<file path="src/rtl/aq_gemac_tx_arb.sv">
// aq_gemac_tx_arb: two-source frame arbiter in front of the GEMAC TX frame interface.
// Source 0 (ARP responder) and source 1 (IP/ICMP echo responder) share one MAC path.
// Whole frames are granted atomically, an idle gap follows every frame, and runaway
// frames are truncated at MAX_FRAME beats with the remainder drained from the source.
// Optional build macro AQ_GEMAC_TX_ARB_PRIO_EN: fixed priority (source 0 always wins
// a tie). Without it, ties go round-robin to the source not served last.
module aq_gemac_tx_arb #(
  parameter int IFG_CYCLES = 12,
  parameter int MAX_FRAME  = 1518,
  parameter int CNT_W      = 16
) (
  input  logic             SYS_CLK,
  input  logic             RST_N,
  input  logic             S0_REQ,
  input  logic [7:0]       S0_DATA,
  input  logic             S0_VALID,
  input  logic             S0_LAST,
  output logic             S0_READY,
  output logic             S0_GNT,
  input  logic             S1_REQ,
  input  logic [7:0]       S1_DATA,
  input  logic             S1_VALID,
  input  logic             S1_LAST,
  output logic             S1_READY,
  output logic             S1_GNT,
  output logic [7:0]       TX_DATA,
  output logic             TX_VALID,
  output logic             TX_LAST,
  input  logic             TX_READY,
  output logic             TX_ABORT,
  output logic [CNT_W-1:0] FRM_CNT0,
  output logic [CNT_W-1:0] FRM_CNT1
);

  localparam int BCW = 11;
  localparam int GCW = (IFG_CYCLES > 1) ? $clog2(IFG_CYCLES) : 1;
  localparam logic [BCW-1:0] TRUNC_AT = BCW'(MAX_FRAME - 1);
  localparam logic [GCW-1:0] GAP_END  = GCW'(IFG_CYCLES - 1);

  typedef enum logic [1:0] {IDLE, XFER, DROP, GAP} state_t;

  state_t           state;
  logic             sel;
  logic             gnt0;
  logic             gnt1;
  logic             abort;
  logic [BCW-1:0]   byte_cnt;
  logic [GCW-1:0]   gap_cnt;
  logic [CNT_W-1:0] cnt0;
  logic [CNT_W-1:0] cnt1;

  logic             any_req;
  logic             win;
  logic             src_valid;
  logic             src_last;
  logic             src_ready;
  logic             src_acc;
  logic             trunc_hit;
  logic             frame_end;
  logic [7:0]       tx_data;
  logic             tx_valid;
  logic             tx_last;

  assign any_req = S0_REQ | S1_REQ;

`ifdef AQ_GEMAC_TX_ARB_PRIO_EN
  // Fixed priority: source 0 wins whenever it is requesting.
  always_comb begin
    win = ~S0_REQ;
  end
`else
  logic last_ptr;

  // Round-robin: a lone requester wins, a tie goes to the source not served last.
  always_comb begin
    win = S1_REQ;
    if (S0_REQ && S1_REQ) begin
      win = ~last_ptr;
    end
  end

  // Last-served pointer; also moves on a truncated frame so a runaway source cannot starve the other.
  always_ff @(posedge SYS_CLK) begin
    if (!RST_N) begin
      last_ptr <= 1'b1;
    end else if (frame_end) begin
      last_ptr <= sel;
    end
  end
`endif

  // Pass-through datapath from the owning source; DROP swallows bytes without presenting them to TX.
  always_comb begin
    src_valid = sel ? S1_VALID : S0_VALID;
    src_last  = sel ? S1_LAST  : S0_LAST;
    trunc_hit = (byte_cnt == TRUNC_AT);
    src_ready = 1'b0;
    tx_data   = 8'h00;
    tx_valid  = 1'b0;
    tx_last   = 1'b0;
    case (state)
      XFER: begin
        src_ready = TX_READY;
        tx_data   = sel ? S1_DATA : S0_DATA;
        tx_valid  = src_valid;
        tx_last   = src_last | trunc_hit;
      end
      DROP: begin
        src_ready = 1'b1;
      end
      default: begin
      end
    endcase
    src_acc   = src_valid & src_ready;
    frame_end = src_acc & src_last & ((state == XFER) | (state == DROP));
  end

  // Frame-level FSM: arbitration, byte counting, truncation, inter-frame gap and frame counters.
  always_ff @(posedge SYS_CLK) begin
    if (!RST_N) begin
      state    <= IDLE;
      sel      <= 1'b0;
      gnt0     <= 1'b0;
      gnt1     <= 1'b0;
      abort    <= 1'b0;
      byte_cnt <= '0;
      gap_cnt  <= '0;
      cnt0     <= '0;
      cnt1     <= '0;
    end else begin
      abort <= 1'b0;
      case (state)
        IDLE: begin
          if (any_req) begin
            state    <= XFER;
            sel      <= win;
            gnt0     <= ~win;
            gnt1     <= win;
            byte_cnt <= '0;
          end
        end
        XFER: begin
          if (src_acc) begin
            byte_cnt <= byte_cnt + BCW'(1);
            if (frame_end) begin
              if (sel) begin
                cnt1 <= cnt1 + CNT_W'(1);
              end else begin
                cnt0 <= cnt0 + CNT_W'(1);
              end
              gnt0    <= 1'b0;
              gnt1    <= 1'b0;
              gap_cnt <= '0;
              state   <= GAP;
            end else if (trunc_hit) begin
              abort <= 1'b1;
              state <= DROP;
            end
          end
        end
        DROP: begin
          if (frame_end) begin
            gnt0    <= 1'b0;
            gnt1    <= 1'b0;
            gap_cnt <= '0;
            state   <= GAP;
          end
        end
        GAP: begin
          if (gap_cnt == GAP_END) begin
            if (any_req) begin
              state    <= XFER;
              sel      <= win;
              gnt0     <= ~win;
              gnt1     <= win;
              byte_cnt <= '0;
            end else begin
              state <= IDLE;
            end
          end else begin
            gap_cnt <= gap_cnt + GCW'(1);
          end
        end
        default: begin
          state <= IDLE;
        end
      endcase
    end
  end

  assign S0_READY = src_ready & ~sel;
  assign S1_READY = src_ready & sel;
  assign S0_GNT   = gnt0;
  assign S1_GNT   = gnt1;
  assign TX_DATA  = tx_data;
  assign TX_VALID = tx_valid;
  assign TX_LAST  = tx_last;
  assign TX_ABORT = abort;
  assign FRM_CNT0 = cnt0;
  assign FRM_CNT1 = cnt1;

endmodule

</file>
<file path="config.mk">
export PLATFORM = sky130hd
export DESIGN_NAME = aq_gemac_tx_arb
export DESIGN_NICKNAME = d
export VERILOG_FILES = /design/src/rtl/aq_gemac_tx_arb.sv
export SDC_FILE = /design/constraint.sdc
export NUM_CORES = 1
export LEC_CHECK = 0
export CAP_MARGIN = 0
export CORE_MARGIN = 4
export CORE_UTILIZATION = 51
export CTS_BUF_LIST = sky130_fd_sc_hd__clkbuf_4
export CTS_CLUSTER_DIAMETER = 120
export DETAILED_ROUTE_END_ITERATION = 12
export PLACE_DENSITY = 0.84
export SYNTH_ARGS = -nofsm -noshare
export SYNTH_HDL_FRONTEND = slang
export SYNTH_SLANG_ARGS = --single-unit
</file>
<file path="constraint.sdc">
create_clock -name SYS_CLK -period 2.9 [get_ports SYS_CLK]
set_input_delay 0.58 -clock SYS_CLK [delete_from_list [all_inputs] [get_ports SYS_CLK]]
set_output_delay 0.58 -clock SYS_CLK [all_outputs]
set_load 0.02 [all_outputs]
</file>
* After elaboration in Yosys (flattened, before gate mapping)
Cells that the tools add are included.
Word-level totals: word-level logic and storage cells 90, bits in registers 54, output and inout bits 47
Operators by class: equality and inequality tests 11, multiplexer cells 38, bitwise operators 14, reduce and logical (&&, ||, !) cells 13, add/sub/neg operators 4
Operators by type and width (count):
- $mux W11 | 3
- $pmux W11 S3 | 1
- $add A16 B1 Y16 const B | 2
- $mux W1 | 17
- $mux W8 | 2
- $mux W2 | 6
- $mux W4 | 3
- $pmux W4 S3 | 1
- $add A11 B1 Y11 const B | 1
- $eq A11 B11 Y1 const B | 1
- $ne A2 B2 Y1 const B | 5
- $pmux W1 S4 | 2
- $pmux W2 S4 | 1
- $reduce_and A4 Y1 | 2
- $not A1 Y1 | 6
- $reduce_and A3 Y1 | 2
- $reduce_bool A3 Y1 | 2
- $and A1 B1 Y1 | 5
- $reduce_and A5 Y1 | 1
- $add A4 B1 Y4 const B | 1
- $eq A2 B2 Y1 const B | 2
- $eq A4 B4 Y1 const B | 1
- $pmux W1 S2 | 2
- $reduce_and A2 Y1 | 2
- 7 further kinds | 9

* Logic depth before layout (Yosys ltp)
Gate-level depths: netlist of the first run.
depth in word-level cells 8, mapped depth 8, gate-level depth less buffers 7

* Worst setup path after synthesis of the first run
Ideal clock, no wire load.
kind flip-flop to flip-flop, start reg state[1], end reg cnt0[15] (netlist: FRM_CNT0[15]), slack 400 ps, period minus slack after synthesis 2500 ps, setup time 70 ps, stages on the path, launching flop included 9, buffers on the path 1, arrival 2430 ps, required time 2830 ps, cells stage by stage dfxtp_1 > inv_1 > ha_1 > o21ai_1 > or4b_1 > buf_2 > or3_1 > or4_1 > a21boi_1
On the way: longest elaborated chain between the ends 6
RTL lines:
- start, declared | RTL line 42 | state_t state;
- start signal, assigned | RTL line 121 | state <= IDLE;
- start signal, assigned | RTL line 135 | state <= XFER;
- start signal, assigned | RTL line 154 | state <= GAP;
- $eq A2 B2 Y1 or $eq A2 B1 Y1 (tied branches) | RTL line 101, 115, 132
- $pmux W1 S2 | RTL line 101 | case (state)
- $and A1 B1 Y1 | RTL line 114 | src_acc = src_valid & src_ready;
- $and A1 B1 Y1 (2 in a row) | RTL line 115 | frame_end = src_acc & src_last & ((state == XFER) | (state == DROP));
- $reduce_and A4 Y1 (no source line) *
- end signal, assigned | RTL line 149 | cnt0 <= cnt0 + CNT_W'(1);
- end, declared | RTL line 49 | logic [CNT_W-1:0] cnt0;
Every way passes the cells marked *; elsewhere a longest branch is shown, timed or not. A chain may end at the register's enable or synchronous reset.

* Worst setup path after layout of the first run
start reg state[1], end out S1_READY
On the way: longest elaborated chain between the ends 3
RTL lines:
- $eq A2 B2 Y1 or $eq A2 B1 Y1 (tied branches) | RTL line 101
- $pmux W1 S2 * | RTL line 101
- $and A1 B1 Y1 * | RTL line 192 | assign S1_READY = src_ready & sel;
- end, declared | RTL line 24 | output logic S1_READY,
Marked as above.

==> metrics.cfg, run 1 <==
[layout]
mostFrequentLayoutCells = 70 x clkdlybuf4s50_1, 54 x dfxtp_1, 34 x nand2_1, 26 x and2_1, 20 x nor2_1
final_common_cell = clkdlybuf4s50_1
antenna_cells = 0
drive_gt1_frac = 0.0588
fin_cells = 497
area_growth_pct = 31.6
nets = 461

[synthesis]
ys_ff_latch = 54
seq_area_frac_synth = 0.365
syn-cell-area_um2 = 2960
avgSynthCellArea_um2 = 8.57
yosysWarnings = 0
synth_edf_count = 0
syn_nets = 381
ys_types = 49
async_flop_share = 0
syn_inst = 345
ys.flop_type = dfxtp_1

[setup_path]
worstSetupPathType = reg -> out
reg2regPathDepth = 7
path_cells = inv_1 -> ha_1 -> a21o_1 -> and3_1 -> clkdlybuf4s50_1
critPathMaxFanout = 6
critical_path.max_stage_delay_ns = 0.60
worst-r2r-setup-slack_ns = 0.28
cp_slowest_cell = clkdlybuf4s50_1
r2r_start = state[1]$_SDFFE_PN0P_
timing.rr.end = FRM_CNT0[15]$_SDFFE_PN0P_
critPathRequiredTime_ns = 2.32
cp-end-kind = primary output
worst_setup_path_start_kind = flop
crit_arrival_ns = 2.17

[routing]
dr.pass1.iters = 4
top_layer = met4
post_drt_via_cell_ratio = 5.61
drt_iter0_drc = 191
wl_per_cell_um = 14.1
ant_nets = 0
drc = 0
wl_met3_um = 270
vias = 2788
wl_met2_um = 3510
wl_met1_um = 3160
routed_wl_um = 6990

[timing]
tightest_slew_ns = 0.607
rsz0062_at_grt = no
slew_headroom = 0.594
slew_viol_final = 0
setup_violations = 0
hold_viol_final = 0
period_needed_ns = 2.75
setup_tns_ns = 0
period_share = 0.949
clock.fmax_ghz = 0.363
fin_worst_skew_ns = 0.0139

[die]
dieWidth_um = 84.2
io_pins = 72
die_y_um = 84.2
start_util = 0.531
core_um2 = 5570
die_area_um2 = 7080
core.rowCount = 27

[grt]
first_global_vias = 2642
overflow = 0
grt_pass1_wl_um = 11700
grt_max_degree = 37
antenna_found_initial = 0
gr-usage-all-layers = 0.194

[cts]
clock_path_buffers = 2
cts.repair.resized = 0
htreeDepth = 2
root_buffer = clkbuf_4
cts.clk_slew.worst_paths_ns = 0.15
insertion_delay_ns = 0.36
cts_setup_buffers = 0
cts_tree = built
numCtsBuffers = 5
ctsHoldBuffers = 0
cts_sinks = 54

[hold_path]
hold_start = last_ptr$_SDFFE_PN1P_
worst_hold_path.endpoint = last_ptr$_SDFFE_PN1P_
hp-class = reg -> reg
worstHoldPathCells = 2

[power]
p_per_area_nw_per_um2 = 518
ir_drop_uv = 476
p_leak_nw = 1.44

[placement]
dp_hpwl_um = 5360
place_congestion = 0.854
io_buffers = 71
dp_cells = 490

[run]
maxCapViolations = 0

[run_status]
status = finished clean

==> synth_stat cells, types with 2 or more instances <==
cell type  instances  share of area
nor2b_1            6          0.013
a211oi_1           3         0.0076
o41ai_1            3         0.0089
o31ai_1            3         0.0076
nor4_1            15          0.032
nand2_1           34          0.043
or4_1              4          0.010
xnor2_1           18          0.053
ha_1              11          0.047
dfxtp_1           54           0.37
nand2b_1           4         0.0085
a21oi_1            5         0.0085
and3_1             6          0.013
or3_1              5          0.011
mux2i_1           13          0.044
and4_1             3         0.0089
inv_1             11          0.014
nand3_1           12          0.020
a21boi_0           6          0.015
nor3_1             7          0.012
nand4_1           19          0.040
and2_1            26          0.055
xor2_1            15          0.044
o21ai_0            6          0.010
o21ai_1            2         0.0034
nor2_1            20          0.025
clkbuf_1          10          0.013
o211ai_1           3         0.0076
==> metal layers <==
layer  up-vias  track usage
met1      1308        0.237
met4         0       0.0453
met3         5       0.0343
li1       1396            -
met5         -            0
met2        79        0.352
==> cell type report <==
class,count,area (µm²)
Multi-Input combinational cell,267,1780
Clock buffer,5,37.5
Clock inverter,2,38.8
Timing Repair Buffer,85,818
Tap cell,72,90.1
Fill cell,456,1680
Sequential cell,54,1080
Inverter,12,45.0
==> worst max-delay path: cells and delay by family, from the launching register on <==
kind	cells	cell delay, ns
buf+inv	2	0.71
compound gates	1	0.23
simple gates	1	0.18
flops	1	0.38
fa+ha+maj	1	0.30
==> registers in the layout, indices dropped and copies added, names as in the netlist <==
name and cells:
byte_cnt 11, FRM_CNT1 16, sel 1, S0_GNT 1, last_ptr 1, state 2
S1_GNT 1, TX_ABORT 1, FRM_CNT0 16, gap_cnt 4
==> how the worst max path moves through the flow <==
stage / start / to / slack [ns] / cells after the start
floorplan: state[1]$_SDFFE_PN0P_ / FRM_CNT0[15]$_SDFFE_PN0P_ / 0.40 / 8
global placement: S0_VALID / FRM_CNT1[15]$_SDFFE_PN0P_ / 0.13 / 7
detailed placement: S1_VALID / FRM_CNT1[15]$_SDFFE_PN0P_ / 0.003 / 7
CTS: byte_cnt[0]$_SDFFE_PN0P_ / TX_LAST / 0.02 / 5
global route: state[1]$_SDFFE_PN0P_ / S0_READY / 0.01 / 6
finish: state[1]$_SDFFE_PN0P_ / S1_READY / 0.15 / 5
==> kinds of logic (layout without fill, tap and decap cells) <==
group                    Yosys count  count (layout)  synth area share
AO/OA/AOI/OAI                     41              41            0.0977
adder cells (fa/ha/maj)           11              11            0.0465
AND/OR/NAND/NOR                  168             168             0.312
XOR/XNOR                          33              33            0.0977
flip-flops                        54              54             0.365
multiplexers                      14              14            0.0486
buffers and inverters             24             104            0.0321
==> power breakdown <==
group / total [mW] / switching (mW) / internal [mW]
Combinational: 0.799 / 0.456 / 0.343
Sequential: 0.802 / 0.0310 / 0.771
Clock: 0.413 / 0.234 / 0.179
Total: 2.01 / 0.721 / 1.29
==> per-stage QoR <==
stage | hold slack (ns) | power, mW | utilization | area [µm²] | setup WS (ns)
floorplan | 0.435 | 1.30 | - | 2960 | 0.400
CTS | 0.492 | 2.01 | 0.698 | 3890 | 0.0230
finish | 0.488 | 2.01 | 0.698 | 3890 | 0.148
detailed placement | 0.465 | 1.61 | 0.684 | 3810 | 0.00318
global route | 0.524 | 2.11 | 0.698 | 3890 | 0.0132
global placement | 0.456 | 1.58 | 0.684 | 3810 | 0.133
Note: power is estimated with default switching activity, not from simulation.
==> run 2, diff against run 1 <==
--- a/config.mk
+++ b/config.mk
@@ -7,11 +7,12 @@
 export LEC_CHECK = 0
 export CAP_MARGIN = 0
 export CORE_MARGIN = 4
-export CORE_UTILIZATION = 51
+export CORE_UTILIZATION = 55
 export CTS_BUF_LIST = sky130_fd_sc_hd__clkbuf_4
 export CTS_CLUSTER_DIAMETER = 120
 export DETAILED_ROUTE_END_ITERATION = 12
-export PLACE_DENSITY = 0.84
+export HOLD_SLACK_MARGIN = 0.12
+export PLACE_DENSITY = 0.9
 export SYNTH_ARGS = -nofsm -noshare
 export SYNTH_HDL_FRONTEND = slang
 export SYNTH_SLANG_ARGS = --single-unit
==> constraint.sdc (replaced) <==
create_clock -name SYS_CLK -period 3.5 [get_ports SYS_CLK]
set_input_delay 0.7 -clock SYS_CLK [delete_from_list [all_inputs] [get_ports SYS_CLK]]
set_output_delay 0.7 -clock SYS_CLK [all_outputs]
set_load 0.02 [all_outputs]
==> run 2 against run 1 <==
  * Routed wire length increased by 1.8%
  * Die area down 6.6%
  * Sequential power is 17% lower
  * Global-route usage increased by 2.7 points
  * Non-clock buffer count down 7
  * Utilization up 4.4 points
  * Largest cell class unchanged
  * Worst setup slack improved by 0.29 ns
==> metrics.cfg, run 2 (same netlist as run 1, synthesis figures left out) <==
[power]
p_per_area_nw_per_um2 = 430  ; -17%
p_comb_frac = 0.385  ; -0.012
p_seq_frac = 0.402  ; +0.004
fin_total_pwr_mw = 1.65  ; -18%
p_int_mw = 1.06  ; -18%
p_switching_mw = 0.595  ; -17%
p_leak_nw = 1.39  ; -3.2%
pwr-share-clk = 0.213  ; +0.008
p_sw_frac = 0.360  ; +0.00231
ir_drop_uv = 429  ; -9.7%

[placement]
dp_hpwl_um = 5180  ; -3.4%
dp_cells = 481  ; -1.8%
placed_cell_area_um2 = 3760  ; -1.4%
place_congestion = 0.844  ; -1.2%
place_ws_ns = 0.409  ; +0.406 ns
io_buffers = 71  ; unchanged

[setup_path]
crit_arrival_ns = 2.36  ; +0.19 ns
reg2regPathDepth = 7  ; unchanged
critical_path.max_stage_delay_ns = 0.58  ; -0.02 ns
worst-r2r-setup-slack_ns = 0.64  ; +0.36 ns
crit_family = buffers and inverters
path_cells = clkdlybuf4s50_1 -> nor2b_1 -> a21oi_1 -> a21oi_1 -> clkdlybuf4s50_1
critPathMaxFanout = 4  ; -2
worst_setup_path_start_kind = primary input
critical_path_buf_inv_count = 2  ; unchanged
cp_slowest_cell = clkdlybuf4s50_1
crit_cells = 5  ; unchanged
worstSetupPathType = in -> out
r2r_start = state[1]$_SDFFE_PN0P_
cp-startpoint = S0_LAST
critPathRequiredTime_ns = 2.80  ; +0.48 ns
cp-endpoint = TX_LAST
timing.rr.end = FRM_CNT0[15]$_SDFFE_PN0P_
cp-end-kind = primary output

[cts]
insertion_delay_ns = 0.37  ; about the same
cts.clk_slew.worst_paths_ns = 0.16  ; about the same
numCtsBuffers = 5  ; unchanged
root_buffer = clkbuf_4
cts_sinks = 54  ; unchanged
cts_tree = built
ctsHoldBuffers = 0  ; unchanged
clock_path_buffers = 2  ; unchanged
cts_setup_buffers = 0  ; unchanged
cts.repair.resized = 0  ; unchanged
htreeDepth = 2  ; unchanged

[die]
io_pins = 72  ; unchanged
start_util = 0.572  ; +0.0412
dieWidth_um = 81.3  ; -3.4%
core.rowCount = 26  ; -3.7%
die_y_um = 81.3  ; -3.4%
core_um2 = 5170  ; -7.2%
die_area_um2 = 6620  ; -6.6%

[layout]
fill_cells = 386  ; -15%
final_common_cell = clkdlybuf4s50_1
stdcell_area_um2 = 3840  ; -1.4%
fin_cells = 489  ; -1.6%
antenna_cells = 0  ; unchanged
nets = 454  ; -1.5%
multi_input_area_um2 = 1780  ; unchanged
fin_util = 0.742  ; +0.0441
area_growth_pct = 29.8
mostFrequentLayoutCells = 71 x clkdlybuf4s50_1, 54 x dfxtp_1, 34 x nand2_1, 26 x and2_1, 20 x nor2_1
register_area_um2 = 1080  ; unchanged
drive_gt1_frac = 0.0453  ; -0.0135

[timing]
slew_viol_final = 0  ; unchanged
holdWs_ns = 0.484  ; -0.00438 ns
period_share = 0.874
tightest_slew_ns = 0.850  ; +0.243 ns
setup_tns_ns = 0  ; unchanged
period_needed_ns = 3.06
clock.fmax_ghz = 0.327
layout_setup_ws_ns = 0.440  ; +0.292 ns
hold_viol_final = 0  ; unchanged
setup_violations = 0  ; unchanged
rsz0062_at_grt = no
slew_headroom = 0.432  ; -0.162
fin_worst_skew_ns = 0.0153  ; +0.00136 ns

[hold_path]
hold_start = last_ptr$_SDFFE_PN1P_
hp-class = reg -> reg

[grt]
grt_pass1_wl_um = 11700  ; -0.18%
overflow = 0  ; unchanged
first_global_vias = 2554  ; -3.3%
antenna_found_initial = 0  ; unchanged
gr-usage-all-layers = 0.221  ; +0.0274
grt_max_degree = 29  ; -22%

[routing]
drc = 0  ; unchanged
ant_nets = 0  ; unchanged
dr.pass1.iters = 4  ; unchanged
wl_per_cell_um = 14.6  ; +3.5%
drt_iter0_drc = 192  ; +0.52%
post_drt_via_cell_ratio = 5.65  ; +0.72%
vias = 2763  ; -0.90%
routed_wl_um = 7120  ; +1.8%

[run]
maxCapViolations = 0  ; unchanged

[run_status]
status = finished clean

run 2: worst register-to-register path: stages, from the launching register on:
cell,delay (ns)
dfxtp_1,0.44
inv_1,0.11
ha_1,0.46
o21ai_1,0.14
or4b_1,0.64
or3_1,0.42
or4_1,0.47
a21boi_1,0.14
run 2: how the worst min path moves through the flow:
stage / to / cells after the start
after detailed placement: last_ptr$_SDFFE_PN1P_ / 2
after global placement: last_ptr$_SDFFE_PN1P_ / 2
after global routing: last_ptr$_SDFFE_PN1P_ / 2
after CTS: last_ptr$_SDFFE_PN1P_ / 2
after floorplan: last_ptr$_SDFFE_PN1P_ / 2
final: last_ptr$_SDFFE_PN1P_ / 2
run 2: layer usage:
metal / track usage / up-vias / wire length [µm]
met5: 0 / - / 0
met4: 0.0507 / 0 / 80
met3: 0.0488 / 8 / 341
met2: 0.385 / 83 / 3610
met1: 0.277 / 1293 / 3080
li1: - / 1379 / -
run 2: final cells by class:
cell class / count / share of cell area
well taps: 70 / 0.0228
repair buffers: 78 / 0.199
clock inverters: 3 / 0.0114
flip-flops and latches: 54 / 0.282
multi-input cells: 267 / 0.464
inverters: 12 / 0.0117
clock buffers: 5 / 0.00978
run 2: power groups by stage:
stage | Clock [mW] | Combinational (mW) | Sequential (mW)
after floorplan | 0 | 0.397 | 0.678
after global placement | 0 | 0.606 | 0.677
after detailed placement | 0 | 0.623 | 0.678
after CTS | 0.355 | 0.629 | 0.665
after global routing | 0.389 | 0.691 | 0.669
final | 0.352 | 0.635 | 0.665
==> run 3, diff against run 2 <==
--- a/config.mk
+++ b/config.mk
@@ -5,7 +5,8 @@
 export SDC_FILE = /design/constraint.sdc
 export NUM_CORES = 1
 export LEC_CHECK = 0
-export CAP_MARGIN = 0
+export ABC_CLOCK_PERIOD_IN_PS = 3500
+export CAP_MARGIN = 5
 export CORE_MARGIN = 4
 export CORE_UTILIZATION = 55
 export CTS_BUF_LIST = sky130_fd_sc_hd__clkbuf_4
@@ -16,3 +17,4 @@
 export SYNTH_ARGS = -nofsm -noshare
 export SYNTH_HDL_FRONTEND = slang
 export SYNTH_SLANG_ARGS = --single-unit
+export TNS_END_PERCENT = 30
==> results of run 3 <==
Same layout as run 2: the final DEF is identical, and so are final timing and power.
